**src/rtl/text_overlay_pkg.sv**
```systemverilog
// Shared constants and types for the single-line VGA text overlay.
// Glyph codes follow ASCII minus 0x20, so code 0 is the blank (space) glyph.
package text_overlay_pkg;

   localparam int GLYPH_W    = 8;
   localparam int GLYPH_H    = 16;
   localparam int ROW_W      = 4;
   localparam int COL_W      = 3;
   localparam int CODE_W_DEF = 6;
   localparam int RGB_W      = 3;

   localparam logic [RGB_W-1:0] RGB_WHITE = 3'b111;
   localparam logic [RGB_W-1:0] RGB_BLACK = 3'b000;

   localparam int CODE_BLANK = 0;
   localparam int CODE_E     = 37;
   localparam int CODE_H     = 40;
   localparam int CODE_I     = 41;
   localparam int CODE_L     = 44;
   localparam int CODE_O     = 47;

   // Per-pixel control that rides along the pipeline beside the RAM/ROM reads.
   typedef struct packed {
      logic             hit;
      logic             inv;
      logic             von;
      logic [COL_W-1:0] col;
   } pix_ctl_t;

endpackage

```
**src/rtl/text_line_overlay_font_rom.sv**
```systemverilog
// 8x16 font ROM with one registered read port; address is {code, row}.
// Unlisted codes render as a hollow box so bad codes are visible on screen.
module font_rom_8x16
   import text_overlay_pkg::*;
#(
   parameter int CODE_W = CODE_W_DEF
) (
   input  logic                    clk,
   input  logic                    rst,
   input  logic [CODE_W+ROW_W-1:0] addr,
   output logic [GLYPH_W-1:0]      row_word
);

   logic [127:0]         glyph;
   logic [GLYPH_W-1:0]   word_d;
   logic [GLYPH_W-1:0]   word_q;

   // Row 0 sits in the top byte; each row's MSB is the leftmost pixel.
   function automatic logic [127:0] glyph_bitmap(input int code);
      case (code)
         CODE_BLANK: glyph_bitmap = '0;
         CODE_E:     glyph_bitmap = 128'h0000_7E60_6060_7C60_6060_6060_7E00_0000;
         CODE_H:     glyph_bitmap = 128'h0000_6666_6666_7E7E_6666_6666_6600_0000;
         CODE_I:     glyph_bitmap = 128'h0000_7E18_1818_1818_1818_1818_7E00_0000;
         CODE_L:     glyph_bitmap = 128'h0000_6060_6060_6060_6060_6060_7E00_0000;
         CODE_O:     glyph_bitmap = 128'h0000_3C66_6666_6666_6666_6666_3C00_0000;
         default:    glyph_bitmap = 128'h0000_7E42_4242_4242_4242_4242_7E00_0000;
      endcase
   endfunction

   always_comb begin
      glyph  = glyph_bitmap(int'(addr[CODE_W+ROW_W-1:ROW_W]));
      word_d = glyph[{~addr[ROW_W-1:0], 3'b000} +: GLYPH_W];
   end

   always_ff @(posedge clk or negedge rst) begin
      if (!rst) word_q <= '0;
      else      word_q <= word_d;
   end

   assign row_word = word_q;

endmodule

```
**src/rtl/text_line_overlay.sv**
```systemverilog
// Draws a NUM_CHARS glyph string at (X0,Y0) over the VGA pixel stream, 3-clock latency.
// Define CURSOR_BLINK_EN to invert the cell at cursor_pos on a 32-frame blink phase.
module text_line_overlay
   import text_overlay_pkg::*;
#(
   parameter int NUM_CHARS  = 8,
   parameter int CODE_W     = CODE_W_DEF,
   parameter int X0         = 288,
   parameter int Y0         = 232,
   parameter int PITCH_LOG2 = 3,
   parameter logic [RGB_W-1:0] FG_RGB = RGB_WHITE,
   parameter logic [RGB_W-1:0] BG_RGB = RGB_BLACK
) (
   input  logic              clk,
   input  logic              rst,
   input  logic              video_on,
   input  logic [9:0]        pixel_x,
   input  logic [9:0]        pixel_y,
   input  logic              wr_en,
   input  logic [5:0]        wr_addr,
   input  logic [CODE_W-1:0] wr_data,
   input  logic [5:0]        cursor_pos,
   output logic              text_on,
   output logic [RGB_W-1:0]  rgb_text,
   output logic              video_on_d
);

   localparam int          IDX_W       = (NUM_CHARS > 1) ? $clog2(NUM_CHARS) : 1;
   localparam logic [10:0] SPAN        = 11'(NUM_CHARS << PITCH_LOG2);
   localparam logic [10:0] GAP_MASK    = 11'(((1 << PITCH_LOG2) - 1) & ~(GLYPH_W - 1));
   localparam logic [6:0]  NUM_CHARS_7 = 7'(NUM_CHARS);

   // Pixels left of / above the origin wrap to huge values and fail the range test.
   logic [10:0] dx;
   logic [10:0] dy;
   logic        s0_inv;

   assign dx = {1'b0, pixel_x} - 11'(X0);
   assign dy = {1'b0, pixel_y} - 11'(Y0);

   pix_ctl_t          s1_ctl_d, s1_ctl_q;
   logic [IDX_W-1:0]  s1_idx_d, s1_idx_q;
   logic [ROW_W-1:0]  s1_row_d, s1_row_q;
   pix_ctl_t          s2_ctl_d, s2_ctl_q;
   logic [CODE_W-1:0] s2_code_d, s2_code_q;
   logic [ROW_W-1:0]  s2_row_d, s2_row_q;
   pix_ctl_t          s3_ctl_d, s3_ctl_q;
   logic [GLYPH_W-1:0] font_word;
   logic              pix_bit;

   logic [CODE_W-1:0] char_mem_d [NUM_CHARS];
   logic [CODE_W-1:0] char_mem_q [NUM_CHARS];

`ifdef CURSOR_BLINK_EN
   logic [4:0] frame_cnt_d, frame_cnt_q;
   logic       blink_d, blink_q;

   always_comb begin
      frame_cnt_d = frame_cnt_q;
      blink_d     = blink_q;
      if (pixel_x == '0 && pixel_y == '0) begin
         frame_cnt_d = frame_cnt_q + 5'd1;
         if (frame_cnt_q == 5'd31) blink_d = ~blink_q;
      end
   end

   always_ff @(posedge clk or negedge rst) begin
      if (!rst) begin
         frame_cnt_q <= '0;
         blink_q     <= 1'b0;
      end else begin
         frame_cnt_q <= frame_cnt_d;
         blink_q     <= blink_d;
      end
   end

   assign s0_inv = blink_q && ({1'b0, cursor_pos} < NUM_CHARS_7)
                   && (cursor_pos == 6'(dx >> PITCH_LOG2));
`else
   logic cursor_unused;
   assign cursor_unused = ^cursor_pos;
   assign s0_inv        = 1'b0;
`endif

   always_comb begin : s0_decode
      // NOTE: every always_comb output gets a default first, so no path can infer a latch.
      s1_ctl_d     = '0;
      s1_idx_d     = '0;
      s1_ctl_d.hit = (dx < SPAN) && (dy < 11'(GLYPH_H)) && ((dx & GAP_MASK) == '0);
      s1_ctl_d.inv = s0_inv;
      s1_ctl_d.von = video_on;
      s1_ctl_d.col = dx[COL_W-1:0];
      s1_row_d     = dy[ROW_W-1:0];
      // Misses keep index 0 so the RAM is never addressed past NUM_CHARS-1.
      if (s1_ctl_d.hit) s1_idx_d = IDX_W'(dx >> PITCH_LOG2);
   end

   always_comb begin : char_write
      char_mem_d = char_mem_q;
      if (wr_en && ({1'b0, wr_addr} < NUM_CHARS_7))
         char_mem_d[wr_addr[IDX_W-1:0]] = wr_data;
   end

   // Reading char_mem_q gives read-first behaviour when a write hits the same index.
   always_comb begin : s1_read
      s2_code_d = char_mem_q[s1_idx_q];
      s2_ctl_d  = s1_ctl_q;
      s2_row_d  = s1_row_q;
      s3_ctl_d  = s2_ctl_q;
   end

   // NOTE: the char RAM is reset like any register so every cell powers up as the blank glyph.
   always_ff @(posedge clk or negedge rst) begin
      if (!rst) begin
         for (int i = 0; i < NUM_CHARS; i++) char_mem_q[i] <= '0;
      end else begin
         char_mem_q <= char_mem_d;
      end
   end

   always_ff @(posedge clk or negedge rst) begin
      if (!rst) begin
         s1_ctl_q  <= '0;
         s1_idx_q  <= '0;
         s1_row_q  <= '0;
         s2_ctl_q  <= '0;
         s2_code_q <= '0;
         s2_row_q  <= '0;
         s3_ctl_q  <= '0;
      end else begin
         s1_ctl_q  <= s1_ctl_d;
         s1_idx_q  <= s1_idx_d;
         s1_row_q  <= s1_row_d;
         s2_ctl_q  <= s2_ctl_d;
         s2_code_q <= s2_code_d;
         s2_row_q  <= s2_row_d;
         s3_ctl_q  <= s3_ctl_d;
      end
   end

   font_rom_8x16 #(
      .CODE_W (CODE_W)
   ) u_font_rom (
      .clk      (clk),
      .rst      (rst),
      .addr     ({s2_code_q, s2_row_q}),
      .row_word (font_word)
   );

   // Outputs decode straight from stage-3 flops, so they settle with the ROM word.
   assign pix_bit    = font_word[3'(GLYPH_W - 1) - s3_ctl_q.col];
   assign text_on    = s3_ctl_q.hit & s3_ctl_q.von & (pix_bit ^ s3_ctl_q.inv);
   assign rgb_text   = !s3_ctl_q.von ? '0 : (text_on ? FG_RGB : BG_RGB);
   assign video_on_d = s3_ctl_q.von;

endmodule
```
**config.mk**
```make
export PLATFORM = sky130hd
export DESIGN_NAME = text_line_overlay
export DESIGN_NICKNAME = d
export VERILOG_FILES = /design/src/rtl/text_overlay_pkg.sv /design/src/rtl/text_line_overlay_font_rom.sv /design/src/rtl/text_line_overlay.sv
export SDC_FILE = /design/constraint.sdc
export NUM_CORES = 1
export LEC_CHECK = 0
export ABC_AREA = 0
export BUFFER_PORTS_ARGS = -buffer_cell sky130_fd_sc_hd__clkbuf_2
export CORE_ASPECT_RATIO = 1.5
export CORE_UTILIZATION = 55
export DETAILED_ROUTE_END_ITERATION = 6
export HOLD_SLACK_MARGIN = 0.02
export PLACE_DENSITY = 0.76
export SYNTH_ARGS = -nofsm -noshare
export SYNTH_HDL_FRONTEND = slang
export SYNTH_HIERARCHICAL = 1
export SYNTH_SLANG_ARGS = --single-unit
```
**constraint.sdc**
```tcl
create_clock -name clk -period 4.3 [get_ports clk]
set_input_delay 0.86 -clock clk [delete_from_list [all_inputs] [get_ports clk]]
set_output_delay 0.86 -clock clk [all_outputs]
set_load 0.005 [all_outputs]
```
# Word-level counts from Yosys, hierarchy flattened
# Index checks and enable logic that the tools add are counted.
# word_totals
input_bits	42
register_bits	88
out_inout_bits	5
# classes
n_mux	12
shift	1
n_eq_ne	5
n_lt_le_gt_ge	7
n_bitwise	5
reduce_logical	4
addsub	3
# ops
cell	n
$pmux W111 S6	1
$shiftx A128 B8 Y8	1
$bwmux W48	1
$eq A6 B6 Y1 const B	5
$bmux W6 S3	1
$demux W6 S3	1
$mux W6	3
$lt A11 B5 Y1 const B	1
$lt A11 B7 Y1 const B	1
$sub A10 B8 Y11 const B	1
$sub A10 B9 Y11 const B	1
$mux W3	3
$ge A4 B4 Y1 const B	2
$not A3 Y4	2
$logic_not A6 Y1	1
$lt A6 B4 Y1 const B	1
$lt A3 B4 Y1 const B	1
$lt A4 B1 Y1 const B	1
$not A4 Y4	1
$bmux W1 S3	1
$logic_and A1 B1 Y1	3
$sub A3 B3 Y3 const A	1
$and A1 B1 Y1	2
$mux W1	1

# Longest topological paths before layout
# Gate-level depths: netlist (run 1).
# logic_depth
depth_word	6
mapped_depth	5
ltp_nobuf	5

# By module
# The synthesis (run 1) kept the hierarchy.
# by_module_without_submodules
module	seq_area_each_um2	cells_per_inst	area_per_inst_um2	n_inst
text_line_overlay	2001.9	198	3309.4	1
font_rom_8x16	125.1	86	661.9	1

# Worst setup path after synthesis (run 1)
# Ideal clock, no wire load.
# synth_timing
kind	in2reg
start	input wr_addr[4]
end	register char_mem_q[30] (netlist bit)
arrival_ns	2.313
slack_ns	1.862
n_path_buf	1
cell_stages	4
setup_time_ns	0.125
cell_sequence	or4b_1 > buf_2 > nor4b_4 > mux2_2
# synth_between
elab_chain_len	2
# synth_lines
item	line	text
start, declared	text_line_overlay.sv:20	input logic [5:0] wr_addr,
$lt A6 B4 Y1	text_line_overlay.sv:100	if (wr_en && ({1'b0, wr_addr} < NUM_CHARS_7))
$logic_and A1 B1 Y1	text_line_overlay.sv:100	
end signal, assigned	text_line_overlay.sv:117	char_mem_q <= char_mem_d;
end, declared	text_line_overlay.sv:52	logic [CODE_W-1:0] char_mem_q [NUM_CHARS];
# No other way between the ends.
# A chain may end at the register's enable or synchronous reset.

# Final worst setup path (run 1)
# layout_timing
start	register s3_ctl_q[1] (netlist bit)
end	output rgb_text[0]
# layout_between
elab_chain_len	6
# layout_lines
item	line	text
start, declared	text_line_overlay.sv:47	pix_ctl_t s3_ctl_d, s3_ctl_q;
start signal, assigned	text_line_overlay.sv:137	s3_ctl_q <= s3_ctl_d;
$sub A3 B3 Y3	text_line_overlay.sv:151	assign pix_bit = font_word[3'(GLYPH_W - 1) - s3_ctl_q.col];
$bmux W1 S3	text_line_overlay.sv:151	
$mux W1 (not written as such)	text_line_overlay.sv:151	
$and A1 B1 Y1	text_line_overlay.sv:152	assign text_on = s3_ctl_q.hit & s3_ctl_q.von & (pix_bit ^ s3_ctl_q.inv);
$mux W3 (2 in series)	text_line_overlay.sv:153	assign rgb_text = !s3_ctl_q.von ? '0 : (text_on ? FG_RGB : BG_RGB);
end, declared	text_line_overlay.sv:24	output logic [RGB_W-1:0] rgb_text,
# No other way between the ends. The select of a mux whose other input is x is not followed.

==> run_results.csv, run 1 <==
group,metric,value,unit
die,fp.dieArea,7571,sq um
clock_tree,cts-buffers-inserted,9,
sta,report.final.setup_viol,0,
synth,synth_seq_area_share,53.56,%
worst_setup_path,slowest_delay,0.42,ns
pwr,cellLeakagePower,2.019,nW
pwr,power.density,419.0,nW/um^2
worst_hold_path,worstHoldPathType,"reg -> reg",
die,floorplan.initialDensity,57.19,%
clock_tree,htree_num_levels,3,
synth,syn-cell-area,3971,sq um
worst_setup_path,worst_setup_path_start_kind,"flop",
routing,dr.pass1.iters,6,
synth,number_of_enable_flip_flop_cells_after_synthesis,0,
final_layout,antenna_cells,0,
synth,synthesis.area_per_instance,13.98,sq um
synth,synth.ff_latch_count,85,
die,die_w,71.38,microns
routing,detail_route.vias_per_cell,5.980,
sta,timing_max_transition_violations_final,0,
sta,worst_slew_margin_rel,30.83,%
worst_setup_path,timing.critical_path.slowest_stage_cell,"dfrtp_1",
final_layout,layout.filler_cells,533,
die,core_area,6944,sq um
placed_design,detailed_place.area,4145,sq um
clock_tree,cts-resized-gates,0,
synth,yosys_warns,6,
die,die-height,106.1,microns
clock_tree,ctsHoldBuffers,0,
final_layout,layout_cell_share_with_drive_strength_beyond_1,41.88,%
final_layout,layout_area_overhead,10.33,%
worst_setup_path,critPathArrivalTime,1.77,ns
sta,min_period_over_period,61.15,%
routing,wl_per_cell,17.99,microns
status,outcome,"finished with violations",
clock_tree,cts.root.buffer_cell,"clkbuf_8",
clock_tree,clkTransAtPathRegs,0.08,ns
worst_setup_path,cp_num_buf_inv,1,
worst_setup_path,critical_path.cell_chain,"mux2_2 > o311ai_0 > a311oi_1 > clkbuf_2",
sta,hold_violations,0,
clock_tree,tritoncts_num_sinks,85,
sta,skew,0.007984,ns
routing,detailroute.via_count,2380,
worst_setup_path,critPathTopFamily,"compound AO/OA/AOI/OAI gates",
global_routing,grt_pass1_vias,2491,
clock_tree,ctsLongestPathBuffers,2,
synth,synth.largest_area_cell,"dfrtp_1",
flow_run,maxCapViolCount,0,
sta,transition_at_the_pin_with_the_smallest_max_transition_slack,1.038,ns
sta,rsz0062_at_grt,"no",
final_layout,stdcell_area,4382,sq um
routing,first_iter_violations,128,
placed_design,finalWeightedCongestion,0.8156,
routing,detail-route-antenna-nets,0,
global_routing,grt_first_pass_wirelength,11850,microns
worst_setup_path,critical_path_class,"reg -> out",
synth,synth_async_sr_flop_share,100.0,%
status,failed_checks,"design-rule violations",
synth,synthesis.instances,284,
synth,synth_top_cell_area_share,53.56,%
placed_design,dp.final_hpwl,4962,microns
global_routing,grt_usage,21.18,%
synth,synthTopCellsByArea,"dfrtp_1, mux2_2, mux4_2",
synth,synth_flop_cell,"dfrtp_1",
sta,finalCriticalPeriod,2.630,ns
worst_setup_path,crit_path_max_fanout,3,
sta,aggregate_negative_setup_slack,0,ns
routing,drcViolationCount,2,
sta,fmax,380.3,MHz
global_routing,antenna_violations_before_repair,0,
worst_setup_path,worstSetupEndpointType,"output port",
synth,yosys.cell_types.count,60,
placed_design,count_of_buffers_inserted_at_the_top_level_ports,40,
global_routing,grt_start_max_net_pins,86,
die,ports,47,
global_routing,grt_overflow,0,
clock_tree,tritoncts,"built",
routing,wirelength,7161,microns
final_layout,design.final.nets,359,
clock_tree,post_cts_buffers,0,
worst_setup_path,timing.critical_path.required,3.44,ns
pwr,irDropWorstVdd,0.4671,mV
die,row_count,37,
final_layout,finish.utilization,63.10,%
clock_tree,insertion_delay,0.36,ns
==> cell usage in the layout, fill, tap and decap left out, types with 2 or more instances in the layout <==
cell type	instances
nand2_1	7
nand3b_1	4
mux2_2	55
clkbuf_8	9
clkinv_2	2
a311oi_1	2
nor4b_4	2
a22oi_1	2
nor4b_1	3
bufinv_16	3
nor2b_1	2
conb_1	2
o21ai_0	5
ha_1	2
or4_1	3
nor2_1	8
o211ai_1	3
dfrtp_1	85
a211oi_1	2
nand4_1	2
nor3_1	6
mux2i_1	3
and3_2	2
inv_1	6
nor4_1	2
clkbuf_2	39
mux4_2	13
nand3_1	2
xor2_1	3
nand4b_1	2
nand2b_1	4
a21oi_1	5
==> state kept, by name, summed over array words and instances (netlist names) <==
signal               cells
char_mem_q              48
s1_ctl_q                 5
s1_idx_q                 3
s1_row_q                 4
s2_code_q                6
s2_ctl_q                 5
s2_row_q                 4
s3_ctl_q                 4
u_font_rom/row_word      5
video_on_d               1
==> metal layers <==
metal | share of wire (%) | wire length (microns) | track usage (%)
met1 | 40 | 2853 | 23.63
met3 | 2.4 | 170 | 4.834
met5 | 0 | 0 | 0
met4 | 3.1 | 224 | 10.43
met2 | 55 | 3913 | 37.41
==> final cells by class <==
| type | count | area [sq um] | share of cell area, % |
|---|---|---|---|
| tap | 78 | 97.59 | 2.227 |
| clock inverter | 6 | 108.9 | 2.484 |
| timing repair buffer | 40 | 202.7 | 4.626 |
| sequential | 85 | 2127 | 48.54 |
| clock buffer | 10 | 127.6 | 2.913 |
| inverter | 6 | 22.52 | 0.5140 |
| multi-input combinational | 173 | 1695 | 38.69 |
==> cells in the mapped netlist (all sizes together) (5+ instances only) <==
cell type,n
clkbuf,5
mux2,55
a21oi,6
nor2,8
nor3,7
buf,16
mux4,13
inv,6
nor4b,5
nand2,7
dfrtp,85
o21ai,5
==> per-stage QoR <==
stage               hold slack, ns  setup slack, ns  std cells  total power, mW
floorplan                   0.3312            1.862        285            1.122
global placement            0.3323            1.510        382            1.180
detailed placement          0.3347            1.468        382            1.192
CTS                         0.3539            1.641        398            1.859
global route                0.3602            1.536        398            1.925
finish                      0.3502            1.670        398            1.836
==> report_power, final <==
group / switching, mW / internal, mW
combinational: 0.102 / 0.130
clock: 0.274 / 0.386
sequential: 0.0615 / 0.883
==> cells by family after synthesis <==
kind of cell | count (synthesis) | synth area share [%]
buffers and inverters | 27 | 3.844
multiplexers | 71 | 23.72
AO/OA/AOI/OAI | 36 | 6.837
XOR/XNOR | 4 | 0.8823
other | 1 | 0.09443
flip-flops | 85 | 53.56
adder cells (fa/ha/maj) | 2 | 0.6300
AND/OR/NAND/NOR | 58 | 10.43
==> final timing paths <==
kind                       slack (ns)           end   startpoint  cells past startpoint
hold reg to reg                  0.35    video_on_d  s2_ctl_q[3]                      0
setup / recovery                 1.67   rgb_text[0]  s3_ctl_q[1]                      4
setup reg to reg                 2.43  s2_code_q[0]  s1_idx_q[0]                      2
hold / removal                   0.35    video_on_d  s2_ctl_q[3]                      0
max in group asynchronous        2.96   s1_ctl_q[3]          rst                      1
min in group asynchronous        0.66   s1_row_q[1]          rst                      1
(Power assumes the default switching activity.)
==> run 2: changes to the inputs <==
==> constraint.sdc (replaced) <==
create_clock -name clk -period 2.5 [get_ports clk]
set_input_delay 0.5 -clock clk [delete_from_list [all_inputs] [get_ports clk]]
set_output_delay 0.5 -clock clk [all_outputs]
set_load 0.005 [all_outputs]
==> run 2 against run 1 <==
- the run still ends with design-rule violations left
- critical path depth unchanged
- hold slack worse by 0.31 ns
- total power is 65% higher
- critical path type unchanged
- largest cell class unchanged
- highest routed layer unchanged
==> run_results.csv, run 2 (synthesized netlist as in run 1, its figures left out) <==
group,metric,value,unit
status,outcome,"finished with violations",
status,failed_checks,"design-rule violations",
final_layout,design.final.nets,366,
die,die-height,106.1,microns
sta,worst_slew_margin_rel,54.02,%
sta,skew,0.007366,ns
routing,drcViolationCount,2,
worst_setup_path,worstSetupEndpointType,"output port",
sta,report.final.setup_viol,0,
clock_tree,clkTransAtPathRegs,0.09,ns
clock_tree,post_cts_buffers,0,
routing,dr.pass1.iters,6,
final_layout,stdcell_count,405,
global_routing,grt_pass1_vias,2561,
global_routing,grt_first_pass_wirelength,12180,microns
worst_setup_path,critical_path_class,"reg -> out",
routing,first_iter_violations,196,
pwr,power.density,685.1,nW/um^2
placed_design,finalWeightedCongestion,0.8445,
worst_setup_path,critPathArrivalTime,1.83,ns
clock_tree,cts-buffers-inserted,9,
sta,finalWorstSetupSlack,0.1717,ns
pwr,cellLeakagePower,2.044,nW
die,floorplan.initialDensity,57.19,%
flow_run,maxCapViolCount,0,
die,core_area,6944,sq um
pwr,irDropWorstVdd,0.5315,mV
routing,detail-route-antenna-nets,0,
global_routing,grt_start_max_net_pins,40,
final_layout,layout_top_registers,"char_mem_q: 48 flops, s2_code_q: 6 flops",
worst_setup_path,critical_path.cell_chain,"mux2_2 > o311ai_0 > a311oi_1 > clkbuf_2",
final_layout,antenna_cells,0,
sta,aggregate_negative_setup_slack,0,ns
sta,transition_at_the_pin_with_the_smallest_max_transition_slack,0.6801,ns
final_layout,layout.filler_cells,533,
worst_setup_path,regToRegSetupSlack,0.73,ns
clock_tree,ctsLongestPathBuffers,2,
worst_setup_path,worst_setup_path_start_kind,"flop",
sta,fmax,429.5,MHz
final_layout,layout_cell_share_with_drive_strength_beyond_1,43.43,%
pwr,power_switching_share,25.91,%
worst_setup_path,timing.critical_path.required,2.00,ns
clock_tree,tritoncts,"built",
clock_tree,tritoncts_num_sinks,85,
pwr,power.total,3.027,mW
final_layout,stdcell_area,4419,sq um
sta,finalCriticalPeriod,2.328,ns
worst_setup_path,slowest_delay,0.46,ns
clock_tree,ctsHoldBuffers,0,
die,die_w,71.38,microns
worst_setup_path,r2r-start,"s2_code_q[3]",
global_routing,grt_overflow,0,
clock_tree,cts-resized-gates,0,
routing,wirelength,7252,microns
sta,rsz0062_at_grt,"no",
clock_tree,cts.root.buffer_cell,"clkbuf_8",
clock_tree,htree_num_levels,3,
pwr,power.net_switching,784.4,uW
pwr,sequentialPowerShare,53.7,%
placed_design,count_of_buffers_inserted_at_the_top_level_ports,40,
pwr,pwr-share-clk,33.0,%
die,ports,47,
placed_design,dp_cells,389,
sta,min_period_over_period,93.13,%
worst_setup_path,crit_path_max_fanout,3,
final_layout,layout_area_overhead,11.28,%
placed_design,preCtsSetupSlack,0.1554,ns
clock_tree,insertion_delay,0.36,ns
pwr,internal_power,2.243,mW
final_layout,finish.utilization,63.64,%
routing,detail_route.vias_per_cell,6.025,
die,fp.dieArea,7571,sq um
placed_design,dp.final_hpwl,5139,microns
routing,detailroute.via_count,2440,
pwr,combinationalPowerShare,13.3,%
worst_setup_path,worst_r2r_endpoint,"u_font_rom/row_word[1]",
worst_hold_path,worstHoldPathType,"in -> async",
die,row_count,37,
final_layout,regMostFlops,"char_mem_q",
worst_setup_path,timing.critical_path.slowest_stage_cell,"o311ai_0",
global_routing,antenna_violations_before_repair,0,
sta,hold_violations,0,
final_layout,final_cell_mix,"dfrtp_1, mux2_2, clkbuf_2, mux4_2, clkbuf_8",
sta,timing_max_transition_violations_final,0,
final_layout,largest_reg_flops,48,
routing,wl_per_cell,17.91,microns
global_routing,grt_usage,21.85,%
sta,whs,0.03595,ns
final_layout,layout.cells.most_common,"dfrtp_1",
placed_design,detailed_place.area,4210,sq um
worst_setup_path,worstRegToRegCells,4,
run 2: layout make-up:
class                   count  area, sq um  share of cell area (%)
flip-flops and latches     85         2127                   48.13
multi-input cells         173         1695                   38.36
repair buffers             47        267.8                   6.059
clock buffers              10        137.6                   3.114
well taps                  78        97.59                   2.208
clock inverters             6        71.32                   1.614
inverters                   6        22.52                  0.5096
run 2: worst max-delay path, delay by kind of cell (launching register included):
family	cells	cell delay, ns
DFF	1	0.42
AOI/OAI and AO/OA	2	0.61
buffers and inverters	1	0.15
muxes	1	0.29
run 2: metal layers:
metal	track usage, %	part of all wire [%]	vias to the layer above
met5	0	0	-
met4	11.86	2.5	0
met3	4.455	2.2	14
met2	38.44	55	39
met1	24.43	40	1248
li1	-	-	1139
run 2: worst max-delay path by stage:
| stage | to | startpoint | cells after the start |
|---|---|---|---|
| 3_5_place_dp | char_mem_q[17] | wr_addr[4] | 4 |
| 6_report | rgb_text[1] | s3_ctl_q[1] | 4 |
| 5_1_grt | rgb_text[2] | s3_ctl_q[1] | 4 |
| 3_3_place_gp | char_mem_q[30] | wr_addr[4] | 5 |
| 4_1_cts | rgb_text[1] | s3_ctl_q[1] | 4 |
| 2_1_floorplan | char_mem_q[30] | wr_addr[4] | 4 |
run 2: power by group through the flow:
stage / clock, mW / combinational (mW) / sequential [mW]
2_1_floorplan: 0 / 0.338 / 1.59
3_3_place_gp: 0 / 0.393 / 1.64
3_5_place_dp: 0 / 0.405 / 1.65
4_1_cts: 1.02 / 0.407 / 1.62
5_1_grt: 1.08 / 0.447 / 1.65
6_report: 1.00 / 0.403 / 1.62
